`config.mk`:
```
export PLATFORM = sky130hd
export DESIGN_NAME = input_conditioner
export DESIGN_NICKNAME = d
export VERILOG_FILES = /design/src/rtl/input_pkg.sv /design/src/rtl/input_conditioner_btn_debounce.sv /design/src/rtl/input_conditioner.sv
export SDC_FILE = /design/constraint.sdc
export NUM_CORES = 1
export LEC_CHECK = 0
export ABC_AREA = 1
export CAP_MARGIN = 15
export CORE_UTILIZATION = 46
export DETAILED_ROUTE_END_ITERATION = 6
export PLACE_DENSITY = 0.71
export SLEW_MARGIN = 10
export SYNTH_ARGS = -nofsm -noshare
export SYNTH_HDL_FRONTEND = slang
export SYNTH_SLANG_ARGS = --single-unit
```
`constraint.sdc`:
```
create_clock -name clk -period 1.4 [get_ports clk]
set_input_delay 0.14 -clock clk [delete_from_list [all_inputs] [get_ports clk]]
set_output_delay 0.14 -clock clk [all_outputs]
set_load 0.01 [all_outputs]
```
`src/rtl/input_pkg.sv`:
```
// Shared constants and the direction-resolve helper for the input conditioner.
package input_pkg;

  // Bit positions inside one player's controller_inputs slice
  localparam int IDX_CENTER = 0;
  localparam int IDX_LEFT   = 1;
  localparam int IDX_RIGHT  = 2;
  localparam int IDX_UP     = 3;
  localparam int IDX_DOWN   = 4;
  localparam int IDX_ATTACK = 5;
  localparam int IDX_SHIELD = 6;

  localparam int BTNS_PER_PLAYER = 6;
  localparam int SLICE_W         = 7;

  // Button order inside one player's group of debouncers
  localparam int BTN_LEFT   = 0;
  localparam int BTN_RIGHT  = 1;
  localparam int BTN_UP     = 2;
  localparam int BTN_DOWN   = 3;
  localparam int BTN_ATTACK = 4;
  localparam int BTN_SHIELD = 5;

  typedef logic [SLICE_W-1:0] slice_t;

  // Turns debounced direction levels into the one-hot movement code
  // (bit 0 center). With socd_cancel set, opposing pairs cancel before
  // the left > right > up > down priority is applied.
  function automatic logic [4:0] resolve_dir(input logic left,
                                             input logic right,
                                             input logic up,
                                             input logic down,
                                             input logic socd_cancel);
    logic l, r, u, d;
    logic [4:0] onehot;
    l = left;
    r = right;
    u = up;
    d = down;
    if (socd_cancel) begin
      if (left && right) begin
        l = 1'b0;
        r = 1'b0;
      end
      if (up && down) begin
        u = 1'b0;
        d = 1'b0;
      end
    end
    onehot = 5'b00001;
    if (l)      onehot = 5'b00010;
    else if (r) onehot = 5'b00100;
    else if (u) onehot = 5'b01000;
    else if (d) onehot = 5'b10000;
    return onehot;
  endfunction

endpackage

```
`src/rtl/input_conditioner_btn_debounce.sv`:
```
// One button: two-flop synchroniser followed by a run-length debouncer.
// A new level is accepted only after it has been seen for DEBOUNCE_CYCLES
// consecutive synchronised cycles; any agreeing cycle restarts the run.
module btn_debounce #(
  parameter int DEBOUNCE_CYCLES = 250000
) (
  input  logic clk,
  input  logic rst_n,
  input  logic raw,
  output logic stable
);

  localparam int CNT_W = $clog2(DEBOUNCE_CYCLES + 1);
  localparam logic [CNT_W-1:0] CNT_LAST = CNT_W'(DEBOUNCE_CYCLES - 1);

  logic             sync1_reg;
  logic             sync2_reg;
  logic             stable_reg;
  logic [CNT_W-1:0] cnt_reg;

  // Bring the asynchronous pin into the clk domain
  always_ff @(posedge clk or negedge rst_n) begin
    if (!rst_n) begin
      sync1_reg <= 1'b0;
      sync2_reg <= 1'b0;
    end else begin
      sync1_reg <= raw;
      sync2_reg <= sync1_reg;
    end
  end

  // Count the current mismatch run; accept the new level on its last cycle
  always_ff @(posedge clk or negedge rst_n) begin
    if (!rst_n) begin
      cnt_reg    <= '0;
      stable_reg <= 1'b0;
    end else if (sync2_reg == stable_reg) begin
      cnt_reg <= '0;
    end else if (cnt_reg == CNT_LAST) begin
      stable_reg <= sync2_reg;
      cnt_reg    <= '0;
    end else begin
      cnt_reg <= cnt_reg + 1'b1;
    end
  end

  assign stable = stable_reg;

endmodule

```
`src/rtl/input_conditioner.sv`:
```
// Multi-player controller front end: debounces every pin, resolves the
// direction pins into a one-hot code and registers the per-player slice
// together with press and change strobes.
module input_conditioner
  import input_pkg::*;
#(
  parameter int NUM_PLAYERS     = 2,
  parameter int DEBOUNCE_CYCLES = 250000,
  parameter int SOCD_MODE       = 0
) (
  input  logic                         clk,
  input  logic                         rst_n,
  input  logic [4*NUM_PLAYERS-1:0]     dir_l,
  input  logic [NUM_PLAYERS-1:0]       attack,
  input  logic [NUM_PLAYERS-1:0]       shield,
  output logic [7*NUM_PLAYERS-1:0]     controller_inputs,
  output logic [NUM_PLAYERS-1:0]       attack_press,
  output logic [NUM_PLAYERS-1:0]       shield_press,
  output logic [NUM_PLAYERS-1:0]       changed
);

  localparam int  NUM_BTNS    = BTNS_PER_PLAYER * NUM_PLAYERS;
  localparam logic SOCD_CANCEL = (SOCD_MODE != 0);

  logic [NUM_BTNS-1:0] raw_btn;
  logic [NUM_BTNS-1:0] stable_btn;

  genvar gi;

  // Gather every player's pins as active-high button levels
  generate
    for (gi = 0; gi < NUM_PLAYERS; gi++) begin : g_raw
      assign raw_btn[gi*BTNS_PER_PLAYER +: 4]         = ~dir_l[gi*4 +: 4];
      assign raw_btn[gi*BTNS_PER_PLAYER + BTN_ATTACK] = attack[gi];
      assign raw_btn[gi*BTNS_PER_PLAYER + BTN_SHIELD] = shield[gi];
    end
  endgenerate

  generate
    for (gi = 0; gi < NUM_BTNS; gi++) begin : g_btn
      btn_debounce #(
        .DEBOUNCE_CYCLES(DEBOUNCE_CYCLES)
      ) u_btn_debounce (
        .clk    (clk),
        .rst_n  (rst_n),
        .raw    (raw_btn[gi]),
        .stable (stable_btn[gi])
      );
    end
  endgenerate

  generate
    for (gi = 0; gi < NUM_PLAYERS; gi++) begin : g_player
      logic [BTNS_PER_PLAYER-1:0] btn_s;
      slice_t                     slice_next;
      slice_t                     slice_reg;
      logic                       attack_d_reg;
      logic                       shield_d_reg;
      logic                       attack_press_reg;
      logic                       shield_press_reg;
      logic                       changed_reg;

      assign btn_s = stable_btn[gi*BTNS_PER_PLAYER +: BTNS_PER_PLAYER];

      assign slice_next = {btn_s[BTN_SHIELD], btn_s[BTN_ATTACK],
                           resolve_dir(btn_s[BTN_LEFT], btn_s[BTN_RIGHT],
                                       btn_s[BTN_UP], btn_s[BTN_DOWN],
                                       SOCD_CANCEL)};

      // Register the slice and derive edge/change strobes from the previous values
      always_ff @(posedge clk or negedge rst_n) begin
        if (!rst_n) begin
          slice_reg        <= SLICE_W'(1);
          attack_d_reg     <= 1'b0;
          shield_d_reg     <= 1'b0;
          attack_press_reg <= 1'b0;
          shield_press_reg <= 1'b0;
          changed_reg      <= 1'b0;
        end else begin
          slice_reg        <= slice_next;
          changed_reg      <= (slice_next != slice_reg);
          attack_press_reg <= btn_s[BTN_ATTACK] & ~attack_d_reg;
          shield_press_reg <= btn_s[BTN_SHIELD] & ~shield_d_reg;
          attack_d_reg     <= btn_s[BTN_ATTACK];
          shield_d_reg     <= btn_s[BTN_SHIELD];
        end
      end

      assign controller_inputs[gi*SLICE_W +: SLICE_W] = slice_reg;
      assign attack_press[gi] = attack_press_reg;
      assign shield_press[gi] = shield_press_reg;
      assign changed[gi]      = changed_reg;
    end
  endgenerate

endmodule

```
; ---- Yosys cells after proc, flatten, opt, wreduce, memory -nomap -nowiden
; Cells that the tools add are included.
[op_classes]
bitwise = 22
add_sub_neg = 12
eq_ne = 26
mux = 32
reduce_logical = 12
[ops]
columns = operator, n
row1 = $mux W18, 24
row2 = $add A18 B1 Y18 const B, 12
row3 = $eq A18 B18 Y1 const B, 12
row4 = $mux W5, 8
row5 = $reduce_and A2 Y1, 12
row6 = $not A1 Y1, 16
row7 = $ne A7 B7 Y1, 2
row8 = $eq A1 B1 Y1, 12
row9 = $not A4 Y4, 2
row10 = $and A1 B1 Y1, 4
[word_totals]
register_bits = 276
input_bits = 14
elab_cells = 164
out_inout_bits = 20

; ---- Depth between registers and ports, before layout
[depth]
ltp_word = 5
ltp_mapped = 9
ltp_nobuf = 9

; ---- By module
; Synthesis repeated with hierarchy kept, for this count alone.
[hier_totals]
cells_unflattened = 1832
hier_area_um2 = 14586.5
[modules_own_cells]
columns = mod, n_inst, seq_area_each_um2, area_per_inst_um2, cells_each
row1 = btn_debounce (g_btn[0].u_btn_debounce ...), 11, 525.5, 1136.1, 143
row2 = btn_debounce (g_btn[3].u_btn_debounce), 1, 525.5, 1104.8, 140
row3 = input_conditioner, 1, 503.0, 984.7, 119

; ---- Worst setup path before layout
; Ideal clock, no wire load.
[synth_timing]
kind = flip-flop to flip-flop
start = register g_btn[11].u_btn_debounce.cnt_reg[0]
end = register g_btn[11].u_btn_debounce.cnt_reg[14]
arrival_time_ns = 1.197
path_buffers = 0
setup_ns = 0.121
synth_period_minus_slack_ns = 1.318
path_stages_with_launch = 8
setup_slack_ns = 0.082
required_time_ns = 1.279
cell_sequence = dfrtp_1 ha_1 nand3_1 inv_1 nand2_1 nor2_2 nor3b_1 nor2_1
[synth_between]
elab_chain_cells = 3
word_cells_on_any_way = 4
classes_between = add/sub (1) / eq/ne (1) / mux (2)
[synth_lines]
columns = element, line_no
row1 = "start, declared", input_conditioner_btn_debounce.sv:19  ; logic [CNT_W-1:0] cnt_reg;
row2 = "start signal, assigned", input_conditioner_btn_debounce.sv:43  ; cnt_reg <= cnt_reg + 1'b1;
row3 = $add A18 B1 Y18 / $eq A18 B18 Y1 (equally long branches), "input_conditioner_btn_debounce.sv:43, input_conditioner_btn_debounce.sv:39"
row4 = $mux W18 (*), input_conditioner_btn_debounce.sv:39  ; end else if (cnt_reg == CNT_LAST) begin
row5 = $mux W18 (*), input_conditioner_btn_debounce.sv:37  ; end else if (sync2_reg == stable_reg) begin
; Every way passes the cells marked *; elsewhere a longest branch is shown, timed or not.
; A chain may end at the register's enable or synchronous reset.

; ---- Worst setup path in the final report
[layout_timing]
start = register g_btn[4].u_btn_debounce.cnt_reg[1]
end = register g_btn[4].u_btn_debounce.cnt_reg[14]
[layout_between]
elab_chain_cells = 3
word_cells_on_any_way = 4
classes_between = add/sub (1) / eq/ne (1) / mux (2)
[layout_lines]
columns = element, line_no
row1 = "start, declared", input_conditioner_btn_debounce.sv:19
row2 = "start signal, assigned", input_conditioner_btn_debounce.sv:43
row3 = $add A18 B1 Y18 / $eq A18 B18 Y1 (equally long branches), "input_conditioner_btn_debounce.sv:43, input_conditioner_btn_debounce.sv:39"
row4 = $mux W18 (*), input_conditioner_btn_debounce.sv:39
row5 = $mux W18 (*), input_conditioner_btn_debounce.sv:37
; Marked as above.

==> impl_summary.md <==
Logic synthesis
The part of the Yosys area used for sequential elements is 0.4945. In this run the mean area of a mapped cell was 8.128 um^2. The commonest register cell after synthesis is sky130_fd_sc_hd__dfrtp_1.

The count of flip-flops with a built-in enable after synthesis is 0. In the synthesized netlist, the number of instances is 1694. The count of cell types in the netlist is 33. After synthesis, the share of flip-flops with an asynchronous set or reset is 1.000.

The post-synth net total is 1724. After synthesis the cells add up to 0.01377 mm^2. Counting flops and latches in the post-synthesis netlist gives 272. The total of warnings raised by yosys is 0.

Timing
The aggregate negative setup slack is -0.03115 ns. The routed design could run at a clock period as short as 1.416 ns. Setup repair after global routing could not meet its margin everywhere. The worst pin sits at a relative slew slack of 0.6842. Setup violations remaining at the end of the flow were counted as 4.

In the finished design, the share of the clock period the worst path needs comes to 1.012. Setup slack on the critical path of the routed design comes to -0.01631 ns. The final number of hold-violating endpoints came to 0. At the pin with the least slew margin, the transition time is 0.4722 ns. Static timing analysis puts the maximum clock frequency at 706.1 MHz.

For the final database, setup skew stands at 0.01298 ns. The number of max-slew violations in the final report is 0.

Drt
Dividing the detail-routed via count by the number of cells gives 5.035. The total via count in the routed design is 11690. The post-detailed-route DRC marker count is 0. Dividing the detail-routed wire length by the instance count gives 13.33 um. The number of optimization iterations in the first detailed-route pass is 6. The final layout contains routed wiring with a total length of 30950 um. The number of nets with antenna violations after routing is 0.

The detailed router's first-iteration violation count is 750.

Global route
For this run, the total global-route usage over all layers was measured as 0.1987. Entering global routing, the biggest net connects 74 pins. The via count of the first global-routing pass is 11380. The total overflow left after global routing is 0. The first-pass GRT wire length is 51500 um. The initial antenna violation count is 0.

Cells and area
The finished layout holds 2322 standard cells, fillers aside. The final layout net count is 1946. The number of flip-flops in the largest register is 216. The area growth from synthesis to layout is 28.61%. The count of inserted antenna diode cells is 0. The post-route core utilization is 0.6087. The fraction of final layout cells sized beyond drive strength 1 is 0.2337. The post-route cell area is 0.01771 mm^2.

Die
The number of rows in the core area is 62. For this configuration, the core starts out at a cell density of 0.4733. The vertical die dimension is 175.0 um. The area of the core is 0.02909 mm^2. Pin placement for this block handled 34 I/O pins. The die is 175.0 um wide. The die area is 0.03063 mm^2.

Worst setup path
The critical path's largest stage delay is 0.39 ns. The arrival time of the worst setup path is 1.86 ns. The slowest stage of the critical path is the sky130_fd_sc_hd__dfrtp_1 cell. The critical path launch point type is a register. The startpoint identified for the worst register-to-register timing path is g_btn[4].u_btn_debounce.cnt_reg[1].

The critical path startpoint is g_btn[4].u_btn_debounce.cnt_reg[1]. The data required time at the worst endpoint is 1.84 ns. Along the worst path, the maximum fanout reaches 4. The worst setup path is captured at a register. The critical path goes through ha_4, nand2_4, nor2_4, nand2_2, nor2_4, nand2_1, nor2_1, nor2_1. The kind of critical path is register to register.

Power and ir drop
The power per standard cell area is 992.7 mW/mm^2. The maximum VDD drop is 1223 uV. The static power due to leakage is 7.606 nW.

Clocking
The number of buffers added by the clock tree synthesis step is 30. The clock transition at the registers of the reported paths is 0.06 ns. In this run the number of H-tree levels came out at 1. The insertion delay of the later-clocked pin in the worst-skew pair is 0.55 ns. The clock tree from TritonCTS is done. Clock tree synthesis found a total of 272 sinks. In this run the clock root is driven by a sky130_fd_sc_hd__clkbuf_16. No sink is reached through more buffers than the 3 on the longest clock path.

Place
The placer's final routability congestion estimate is 0.9076. Port buffering added 33 buffers. At the placement stage, the worst setup path has a slack of -0.09400 ns. The HPWL after detailed placement is 21280 um. The number of placed instances, taps included is 2238.

After detailed placement, the total cell area comes to 0.01557 mm^2.

Min path
In this run the most critical hold path is launched from shield[0]. The path category of the worst min-delay check is primary input to register.

Status
The checks that failed: negative setup slack. The flow ran to the end, but the final reports show violations.

Run
The max-cap check violation count is 0.
==> critical path, delay by kind of cell (launching register included) <==
family / cells / cell delay [ns]
fa+ha+maj: 1 / 0.18
flops: 1 / 0.39
simple gates: 7 / 0.74
==> placed cells by master, fill, tap and decap left out, types with 8 or more instances in the layout <==
cell type	netlist	layout
sky130_fd_sc_hd__clkbuf_8	0	9
sky130_fd_sc_hd__nand3_2	2	23
sky130_fd_sc_hd__nor2_4	12	42
sky130_fd_sc_hd__nand3_1	164	138
sky130_fd_sc_hd__ha_4	0	9
sky130_fd_sc_hd__dfrtp_1	270	262
sky130_fd_sc_hd__dfrtp_2	0	8
sky130_fd_sc_hd__nand4_1	32	32
sky130_fd_sc_hd__a21oi_1	34	33
sky130_fd_sc_hd__buf_4	10	157
sky130_fd_sc_hd__clkdlybuf4s50_1	0	12
sky130_fd_sc_hd__xor2_1	89	87
sky130_fd_sc_hd__xnor2_1	27	26
sky130_fd_sc_hd__o21ai_1	7	10
sky130_fd_sc_hd__nor3b_1	16	14
sky130_fd_sc_hd__nand2_2	23	40
sky130_fd_sc_hd__o21ai_0	12	9
sky130_fd_sc_hd__nor2_2	18	38
sky130_fd_sc_hd__nor2_1	453	403
sky130_fd_sc_hd__nor3_1	34	29
sky130_fd_sc_hd__dlygate4sd2_1	0	10
sky130_fd_sc_hd__nand2_1	284	255
sky130_fd_sc_hd__inv_1	142	129
sky130_fd_sc_hd__nand2_4	0	12
sky130_fd_sc_hd__clkbuf_16	0	31
sky130_fd_sc_hd__inv_2	9	20
==> worst paths after layout <==
kind,cells after the start,slack [ns],endpoint
worst max register to register,8,-0.02,g_btn[4].u_btn_debounce.cnt_reg[14]
worst min-delay path,1,0.04,g_btn[5].u_btn_debounce.sync1_reg
worst min register to register,0,0.34,g_btn[9].u_btn_debounce.sync2_reg
min in group asynchronous,3,0.18,g_btn[5].u_btn_debounce.cnt_reg[14]
max in group asynchronous,3,0.31,g_btn[5].u_btn_debounce.cnt_reg[9]
worst max-delay path,8,-0.02,g_btn[4].u_btn_debounce.cnt_reg[14]
==> Yosys cell counts, drive strengths merged, types with 12 or more instances <==
master | count | area share
ha | 16 | 0.015
inv | 151 | 0.041
xor2 | 94 | 0.063
a21oi | 34 | 0.012
dfrtp | 270 | 0.49
buf | 12 | 0.0066
xnor2 | 27 | 0.017
nand2 | 307 | 0.088
o21ai | 19 | 0.0069
nor3b | 21 | 0.013
nand3 | 166 | 0.061
nor2 | 483 | 0.14
nor3 | 35 | 0.013
nand4 | 32 | 0.015
==> logic make-up (layout without fill, tap and decap cells) <==
kind of cell / count (synthesis) / count (layout) / synth area share
flops: 272 / 272 / 0.4945
xor+xnor: 121 / 121 / 0.07970
fa+ha+maj: 16 / 16 / 0.01454
buf+inv: 163 / 407 / 0.04780
compound gates: 59 / 59 / 0.02281
simple gates: 1063 / 1063 / 0.3406
==> where the power goes <==
group / internal [mW] / total, mW / switching (mW)
Sequential: 7.98 / 8.10 / 0.114
Clock: 5.59 / 8.76 / 3.17
Combinational: 0.292 / 0.720 / 0.428
Total: 13.9 / 17.6 / 3.71
==> metrics by stage <==
stage | hold slack (ns) | power [mW]
after global routing | 0.02216 | 18.21
after detailed placement | -0.02357 | 8.841
after CTS | 0.02115 | 17.69
after global placement | -0.02657 | 8.818
after floorplan | -0.1556 | 8.434
final | 0.03957 | 17.58
==> final cells by class <==
| type | count | area [um^2] |
|---|---|---|
| clock buffer | 43 | 910.9 |
| clock inverter | 11 | 211.5 |
| tap | 384 | 480.5 |
| fill | 2396 | 11380 |
| inverter | 151 | 571.8 |
| sequential | 272 | 6819 |
| timing repair buffer | 202 | 1630 |
| multi-input combinational | 1259 | 7083 |
==> repair_timing <==
action	CTS	global route
pin swaps	4	59
hold endpoints to repair	270	0
gates resized for setup	67	194
hold buffers	2	0
buffers inserted	5	23
endpoints found under the setup margin	52	151
cloned	0	0
==> metal layers <==
layer  up-vias  track usage  part of all wire
li1       5831            -                 -
met1      5583       0.2658              0.45
met2       221       0.3393              0.50
met3        56      0.02306             0.034
met4         0      0.05688             0.025
met5         -            0                 0
Power figures use the tool's default switching activity.
